[config.mk]
export PLATFORM = sky130hd
export DESIGN_NAME = burst_ram_arbiter
export DESIGN_NICKNAME = d
export VERILOG_FILES = /design/src/rtl/burst_ram_pkg.sv /design/src/rtl/burst_ram_arbiter.sv
export SDC_FILE = /design/constraint.sdc
export NUM_CORES = 1
export LEC_CHECK = 0
export CORE_AREA = 2 2 182 184
export DETAILED_ROUTE_END_ITERATION = 6
export DIE_AREA = 0 0 184 186
export GPL_ROUTABILITY_DRIVEN = 0
export SLEW_MARGIN = 20
export SYNTH_ARGS = -nofsm -noshare
export SYNTH_HDL_FRONTEND = slang
export SYNTH_SLANG_ARGS = --single-unit
export TNS_END_PERCENT = 5
[constraint.sdc]
create_clock -name clk -period 2.6 [get_ports clk]
set_input_delay 0.39 -clock clk [delete_from_list [all_inputs] [get_ports clk]]
set_output_delay 0.39 -clock clk [all_outputs]
set_load 0.01 [all_outputs]
[src/rtl/burst_ram_pkg.sv]
// Shared types and defaults for the two-requester burst RAM arbiter.
package burst_ram_pkg;

  typedef enum logic [1:0] {
    IDLE        = 2'd0,
    WRITE_BEATS = 2'd1,
    READ_WAIT   = 2'd2,
    READ_BEATS  = 2'd3
  } state_t;

  localparam logic CMD_READ  = 1'b0;
  localparam logic CMD_WRITE = 1'b1;

  localparam int unsigned DEFAULT_BURST_BEATS            = 4;
  localparam int unsigned DEFAULT_COMMAND_DELAY_INTERVAL = 13;

endpackage

[src/rtl/burst_ram_arbiter.sv]
// Round-robin arbiter sharing one burst RAM command port between two requesters,
// with a minimum spacing between commands and per-owner read-data steering.
module burst_ram_arbiter
  import burst_ram_pkg::*;
#(
  parameter int unsigned RAM_DEPTH_BITWIDTH     = 21,
  parameter int unsigned COMMAND_DELAY_INTERVAL = DEFAULT_COMMAND_DELAY_INTERVAL,
  parameter int unsigned BURST_BEATS            = DEFAULT_BURST_BEATS
) (
  input  logic                          clk,
  input  logic                          rst_n,
  input  logic                          c0_cmd,
  input  logic                          c0_cmd_en,
  input  logic [RAM_DEPTH_BITWIDTH-1:0] c0_addr,
  input  logic [63:0]                   c0_wr_data,
  output logic                          c0_ack,
  output logic [63:0]                   c0_rd_data,
  output logic                          c0_rd_data_valid,
  input  logic                          c1_cmd,
  input  logic                          c1_cmd_en,
  input  logic [RAM_DEPTH_BITWIDTH-1:0] c1_addr,
  input  logic [63:0]                   c1_wr_data,
  output logic                          c1_ack,
  output logic [63:0]                   c1_rd_data,
  output logic                          c1_rd_data_valid,
  output logic                          br_cmd,
  output logic                          br_cmd_en,
  output logic [RAM_DEPTH_BITWIDTH-1:0] br_addr,
  output logic [63:0]                   br_wr_data,
  output logic [7:0]                    br_data_mask,
  input  logic [63:0]                   br_rd_data,
  input  logic                          br_rd_data_valid
);

  localparam int unsigned DLY_W  = (COMMAND_DELAY_INTERVAL < 1) ? 1 : $clog2(COMMAND_DELAY_INTERVAL + 1);
  localparam int unsigned BEAT_W = $clog2(BURST_BEATS + 1);

  state_t                        state, state_d;
  logic [DLY_W-1:0]              dly_cnt, dly_d;
  logic [BEAT_W-1:0]             beat_cnt, beat_d;
  logic                          owner, owner_d;
  logic                          last_grant, last_d;
  logic                          cmd_en_d, ack0_d, ack1_d, cmd_d;
  logic [RAM_DEPTH_BITWIDTH-1:0] addr_d;
  logic [63:0]                   wdata_d;

  logic                          grant, sel, sel_cmd, read_last;
  logic [RAM_DEPTH_BITWIDTH-1:0] sel_addr;
  logic [63:0]                   sel_wdata;

  // Ties go to whichever requester did not win last time.
  assign grant     = (state == IDLE) && (dly_cnt == '0) && (c0_cmd_en || c1_cmd_en);
  assign sel       = (c0_cmd_en && c1_cmd_en) ? ~last_grant : c1_cmd_en;
  assign sel_cmd   = sel ? c1_cmd : c0_cmd;
  assign sel_addr  = sel ? c1_addr : c0_addr;
  assign sel_wdata = sel ? c1_wr_data : c0_wr_data;
  assign read_last = br_rd_data_valid && ((beat_cnt + BEAT_W'(1)) == BEAT_W'(BURST_BEATS));

  // State and datapath registers.
  always_ff @(posedge clk or negedge rst_n) begin
    if (!rst_n) begin
      state      <= IDLE;
      dly_cnt    <= '0;
      beat_cnt   <= '0;
      owner      <= 1'b0;
      last_grant <= 1'b1;
      br_cmd_en  <= 1'b0;
      br_cmd     <= 1'b0;
      br_addr    <= '0;
      br_wr_data <= '0;
      c0_ack     <= 1'b0;
      c1_ack     <= 1'b0;
    end else begin
      state      <= state_d;
      dly_cnt    <= dly_d;
      beat_cnt   <= beat_d;
      owner      <= owner_d;
      last_grant <= last_d;
      br_cmd_en  <= cmd_en_d;
      br_cmd     <= cmd_d;
      br_addr    <= addr_d;
      br_wr_data <= wdata_d;
      c0_ack     <= ack0_d;
      c1_ack     <= ack1_d;
    end
  end

  // Next-state logic.
  always_comb begin
    state_d = state;
    case (state)
      IDLE: begin
        if (grant) begin
          if (sel_cmd == CMD_WRITE) state_d = (BURST_BEATS > 1) ? WRITE_BEATS : IDLE;
          else                      state_d = READ_WAIT;
        end
      end
      WRITE_BEATS: if (beat_cnt == BEAT_W'(BURST_BEATS - 1)) state_d = IDLE;
      READ_WAIT: begin
        if (read_last)             state_d = IDLE;
        else if (br_rd_data_valid) state_d = READ_BEATS;
      end
      READ_BEATS: if (read_last) state_d = IDLE;
      default: state_d = IDLE;
    endcase
  end

  // Next values for the registered outputs and counters.
  always_comb begin
    cmd_en_d = 1'b0;
    ack0_d   = 1'b0;
    ack1_d   = 1'b0;
    cmd_d    = br_cmd;
    addr_d   = br_addr;
    wdata_d  = br_wr_data;
    owner_d  = owner;
    last_d   = last_grant;
    beat_d   = beat_cnt;
    dly_d    = (dly_cnt == '0) ? '0 : dly_cnt - DLY_W'(1);
    case (state)
      IDLE: begin
        if (grant) begin
          cmd_en_d = 1'b1;
          cmd_d    = sel_cmd;
          addr_d   = sel_addr;
          wdata_d  = sel_wdata;
          ack0_d   = ~sel;
          ack1_d   = sel;
          owner_d  = sel;
          last_d   = sel;
          dly_d    = DLY_W'(COMMAND_DELAY_INTERVAL);
          beat_d   = (sel_cmd == CMD_WRITE) ? BEAT_W'(1) : '0;
        end
      end
      WRITE_BEATS: begin
        wdata_d = owner ? c1_wr_data : c0_wr_data;
        beat_d  = beat_cnt + BEAT_W'(1);
      end
      READ_WAIT, READ_BEATS: if (br_rd_data_valid) beat_d = beat_cnt + BEAT_W'(1);
      default: ;
    endcase
  end

  // Read data is broadcast; only the current read owner sees valid.
  logic reading;
  assign reading          = (state == READ_WAIT) || (state == READ_BEATS);
  assign c0_rd_data       = br_rd_data;
  assign c1_rd_data       = br_rd_data;
  assign c0_rd_data_valid = reading && !owner && br_rd_data_valid;
  assign c1_rd_data_valid = reading && owner && br_rd_data_valid;
  assign br_data_mask     = 8'h00;

endmodule
# Yosys cells after proc, flatten, opt, wreduce, memory -nomap -nowiden
# Index checks and enable logic that the tools add are counted.
# totals
elab_cells	71
reg_bits	100
# op_classes
eq_ne	10
n_mux	27
bitwise	2
add_sub_neg	2
n_reduce_logical	19
# op_table
op	n
two-way mux 64 bit	3
case mux 64 bit (2 select lines)	1
two-way mux 21 bit	1
two-way mux 2 bit	6
two-way mux 4 bit	3
two-way mux 1 bit	9
case mux 3 bit (3 select lines)	1
logical AND 1 bit	8
inequality test 2 bit (second input constant)	4
case mux 2 bit (4 select lines)	1
two-way mux 3 bit	2
AND reduction 2 bit	3
equality test 2 bit (second input constant)	2
zero test 4 bit	1
AND reduction 4 bit	1
subtractor 4 x 1 -> 4 bit (second input constant)	1
adder 3 x 1 -> 3 bit (second input constant)	1
equality test 3 x 2 -> 1 bit (second input constant)	1
equality test 3 bit (second input constant)	1
inequality test 3 bit (second input constant)	1
equality test 2 x 1 -> 1 bit (second input constant)	1
zero test 2 bit	1
logical OR 1 bit	2
inverter 1 bit	2
other kinds (3)	3

# Depth between registers and ports, before layout
# depth
word_depth	6
ltp_mapped	7

# Least setup slack after synthesis
# Ideal clock, no wire load.
# synth_path
path_kind	register to register
from	register dly_cnt[1]
to	register br_wr_data[0]
arrival_time_ns	1.821
required_time_ns	2.474
slack_ns	0.653
setup_time_ns	0.126
stages_incl_launch_ff	7
period_less_slack_ns	1.947
path_cell_list	dfrtp_1 or3_1 or4_4 clkinv_2 nor2_4 buf_6 a221o_1
# synth_between
elab_chain_len	5
# synth_lines
element	line_no	rtl
start: declaration	burst_ram_arbiter.sv:39	logic [DLY_W-1:0] dly_cnt, dly_d;
start signal: assignment	burst_ram_arbiter.sv:75	dly_cnt <= dly_d;
zero test 4 bit	burst_ram_arbiter.sv:52	assign grant = (state == IDLE) && (dly_cnt == '0) && (c0_cmd_en || c1_cmd_en);
logical AND 1 bit (2 in a row)	burst_ram_arbiter.sv:52	
inequality test 2 bit (no source line)	--	
AND reduction 2 bit (no source line)	--	
end signal: assignment	burst_ram_arbiter.sv:82	br_wr_data <= wdata_d;
end: declaration	burst_ram_arbiter.sv:29	output logic [63:0] br_wr_data,
# No other way between the ends.
# A chain may end at the register's enable or synchronous reset.

# Worst setup path after layout
# layout_path
from	register dly_cnt[1]
to	register br_wr_data[3]
# The elaborated chain is that of the path after synthesis.

==> flow_summary.json <==
{
  "crit_type": "register to register",
  "met2_usage": 0.236,
  "firstDrtPassIters": 4,
  "final_util": 0.285,
  "timing.fmax_mhz": 444,
  "grt_pass1_vias": 5775,
  "async_flop_share": 1.00,
  "r2r_slack_ns": 0.35,
  "post-cts-setup-buffers": 0,
  "io_pins": 468,
  "drive_above_1_share": 0.111,
  "outcome": "complete, no violations",
  "initial_core_util": 0.209,
  "synth-edff-count": 0,
  "cts_sinks": 100,
  "die_area_sq_um": 34200,
  "grt_pass1_wl_mm": 35.4,
  "setup_viol": 0,
  "grt_max_degree": 66,
  "max_stage_delay_ns": 0.46,
  "synth_top_cell_area_share": 0.369,
  "finalHoldViolCount": 0,
  "leakage_uw": 0.00373,
  "die_y_microns": 186,
  "ys_top_cells_by_count": "nand2_1, buf_4, dfrtp_1",
  "track_usage": 0.137,
  "min_path_type": "input port to asynchronous set/reset pin",
  "io_buffer_count": 267,
  "yosysMostFrequentCell": "nand2_1",
  "viasPerCell": 4.56,
  "cts.path.max_buffers": 2,
  "grt_use_met3": 0.0601,
  "clk_pin_slew_ns": 0.08,
  "max_slew.worst_pin.slew_ns": 0.744,
  "wl_mm": 24.1,
  "yosys.area.top_type": "dfrtp_1",
  "synth_cell_type_count": 38,
  "worstSkewPairLatency_ns": 0.36,
  "ys_ff_latch": 100,
  "powerDensity_nw_per_um2": 1050,
  "period_minus_slack_ns": 2.25,
  "cts_buffers": 9,
  "via_count": 5878,
  "r2r-end": "br_wr_data[3]$_DFFE_PN0P_",
  "avgSynthCellArea_sq_um": 8.78,
  "antennaDiodeCount": 0,
  "overflow": 0,
  "antenna_left": 0,
  "path_max_fanout": 25,
  "slew_headroom": 0.504,
  "post-route-drc-count": 0,
  "rr_worst_depth": 6,
  "cp_slowest_cell": "or4_4",
  "top_usage_layer": "met2",
  "drv_cap": 0,
  "die_w_microns": 184,
  "startpoint_type": "register",
  "final.setup.tns_ns": 0,
  "clock-root-buffer": "clkbuf_16",
  "dp_hpwl_mm": 17.6,
  "rows": 66,
  "synthFlopType": "dfrtp_1",
  "end_kind": "register",
  "skew_ns": 0.00708,
  "htree_levels": 3,
  "ys_warn_count": 0,
  "core_sq_um": 32200,
  "synth_area_sq_um": 6720,
  "wl_per_cell_microns": 18.7,
  "first_iter_violations": 239,
  "syn2layout_area_growth_pct": 36.7,
  "arrival_ns": 2.49,
  "cts_tree": "done",
  "period_share": 0.866,
  "total_power_uw": 9690,
  "peakVddDrop_uv": 442,
  "ys_seq_area_frac": 0.373,
  "yosys-top-cells-area": "dfrtp_1, buf_4, nand2_1, mux2_2, a221o_1",
  "maxSlewViolCount": 0,
  "grt_util_met1": 0.152,
  "reg2reg_from": "dly_cnt[1]$_DFF_PN0_",
  "nNetsFinal": 1121,
  "rsz0062_at_grt": "no",
  "synthCells": 765,
  "crit_chain": "or3_1, or4_4, clkinv_2, nor2_4, buf_12, a221o_1",
  "antenna_found_initial": 0,
  "required_ns": 2.84
}
[cell usage in the layout, fill, tap and decap left out, types with 2 or more instances in the layout]
cell type	count
a21o_1	2
a21oi_1	59
a221o_1	55
a221oi_1	2
a31oi_1	21
and3_1	10
buf_12	8
buf_4	11
clkbuf_16	9
clkbuf_8	2
clkdlybuf4s50_1	266
clkinvlp_4	2
conb_1	8
dfrtp_1	98
ha_1	3
inv_1	2
mux2_2	55
mux2i_1	12
nand2_1	179
nor2_1	32
nor2b_1	3
o21ai_0	12
o221ai_1	2
o22ai_1	9
[how the worst max path moves through the flow]
| stage | from | endpoint | slack [ns] | cells after the start |
|---|---|---|---|---|
| 5_1_grt | dly_cnt[1]$_DFF_PN0_ | br_wr_data[2]$_DFFE_PN0P_ | 0.25 | 6 |
| 3_3_place_gp | c1_cmd_en | br_wr_data[45]$_DFFE_PN0P_ | 0.18 | 7 |
| 4_1_cts | dly_cnt[1]$_DFF_PN0_ | br_wr_data[3]$_DFFE_PN0P_ | 0.34 | 6 |
| 3_5_place_dp | c1_cmd_en | br_wr_data[59]$_DFFE_PN0P_ | 0.16 | 7 |
| 6_report | dly_cnt[1]$_DFF_PN0_ | br_wr_data[3]$_DFFE_PN0P_ | 0.35 | 6 |
| 2_1_floorplan | dly_cnt[1]$_DFF_PN0_ | br_wr_data[0]$_DFFE_PN0P_ | 0.65 | 6 |
[metrics by stage]
stage	setup slack [ns]	cells	area, sq um	hold slack, ns
after CTS	0.340	1290	9180	0.467
after global routing	0.248	1290	9180	0.511
after floorplan	0.653	772	6740	0.0944
after global placement	0.179	1273	8880	0.291
final	0.349	1290	9180	0.495
after detailed placement	0.159	1273	8880	0.293
[timing repair]
| item | in CTS | in global routing |
|---|---|---|
| hold buffers | 1 | 0 |
| resized for setup | 0 | 0 |
| hold endpoints to repair | 16 | 0 |
[registers in the layout (all words and copies together), names as in the netlist]
name        cells
br_wr_data     64
beat_cnt        3
br_addr        21
c1_ack          1
dly_cnt         4
state           2
owner           1
last_grant      1
br_cmd_en       1
c0_ack          1
br_cmd          1
[where the power goes]
| group | internal [uW] | switching (uW) | total, uW |
|---|---|---|---|
| clock | 710 | 674 | 1380 |
| sequential | 2360 | 531 | 2900 |
| combinational | 2910 | 2490 | 5410 |
[routing by layer]
| layer | up-vias | share of wire |
|---|---|---|
| li1 | 2740 | - |
| met1 | 2776 | 0.37 |
| met2 | 329 | 0.50 |
| met3 | 33 | 0.11 |
| met4 | 0 | 0.018 |
| met5 | - | 0 |
[cell type report]
| class | count | area (sq um) |
|---|---|---|
| well taps | 408 | 510 |
| repair buffers | 286 | 2920 |
| multi-input cells | 477 | 2950 |
| clock inverters | 4 | 32.5 |
| fillers | 3381 | 23000 |
| flip-flops and latches | 100 | 2510 |
| clock buffers | 12 | 256 |
| inverters | 3 | 12.5 |
[critical path: cells and delay by family, from the launching register on]
| kind | cells | cell delay, ns |
|---|---|---|
| AOI/OAI and AO/OA | 1 | 0.36 |
| and+or+nand+nor | 3 | 1.01 |
| buffers and inverters | 2 | 0.31 |
| DFF | 1 | 0.42 |
[kinds of logic (layout without fill, tap and decap cells)]
logic type,after synthesis,count (layout),synth area share
AND/OR/NAND/NOR,232,232,0.139
buffers and inverters,195,305,0.195
other,1,8,0.000558
AO/OA/AOI/OAI,166,166,0.175
flip-flops,100,100,0.373
multiplexers,67,67,0.110
adder cells (fa/ha/maj),3,3,0.00559
XOR/XNOR,1,1,0.00130
Power figures use the tool's default switching activity.
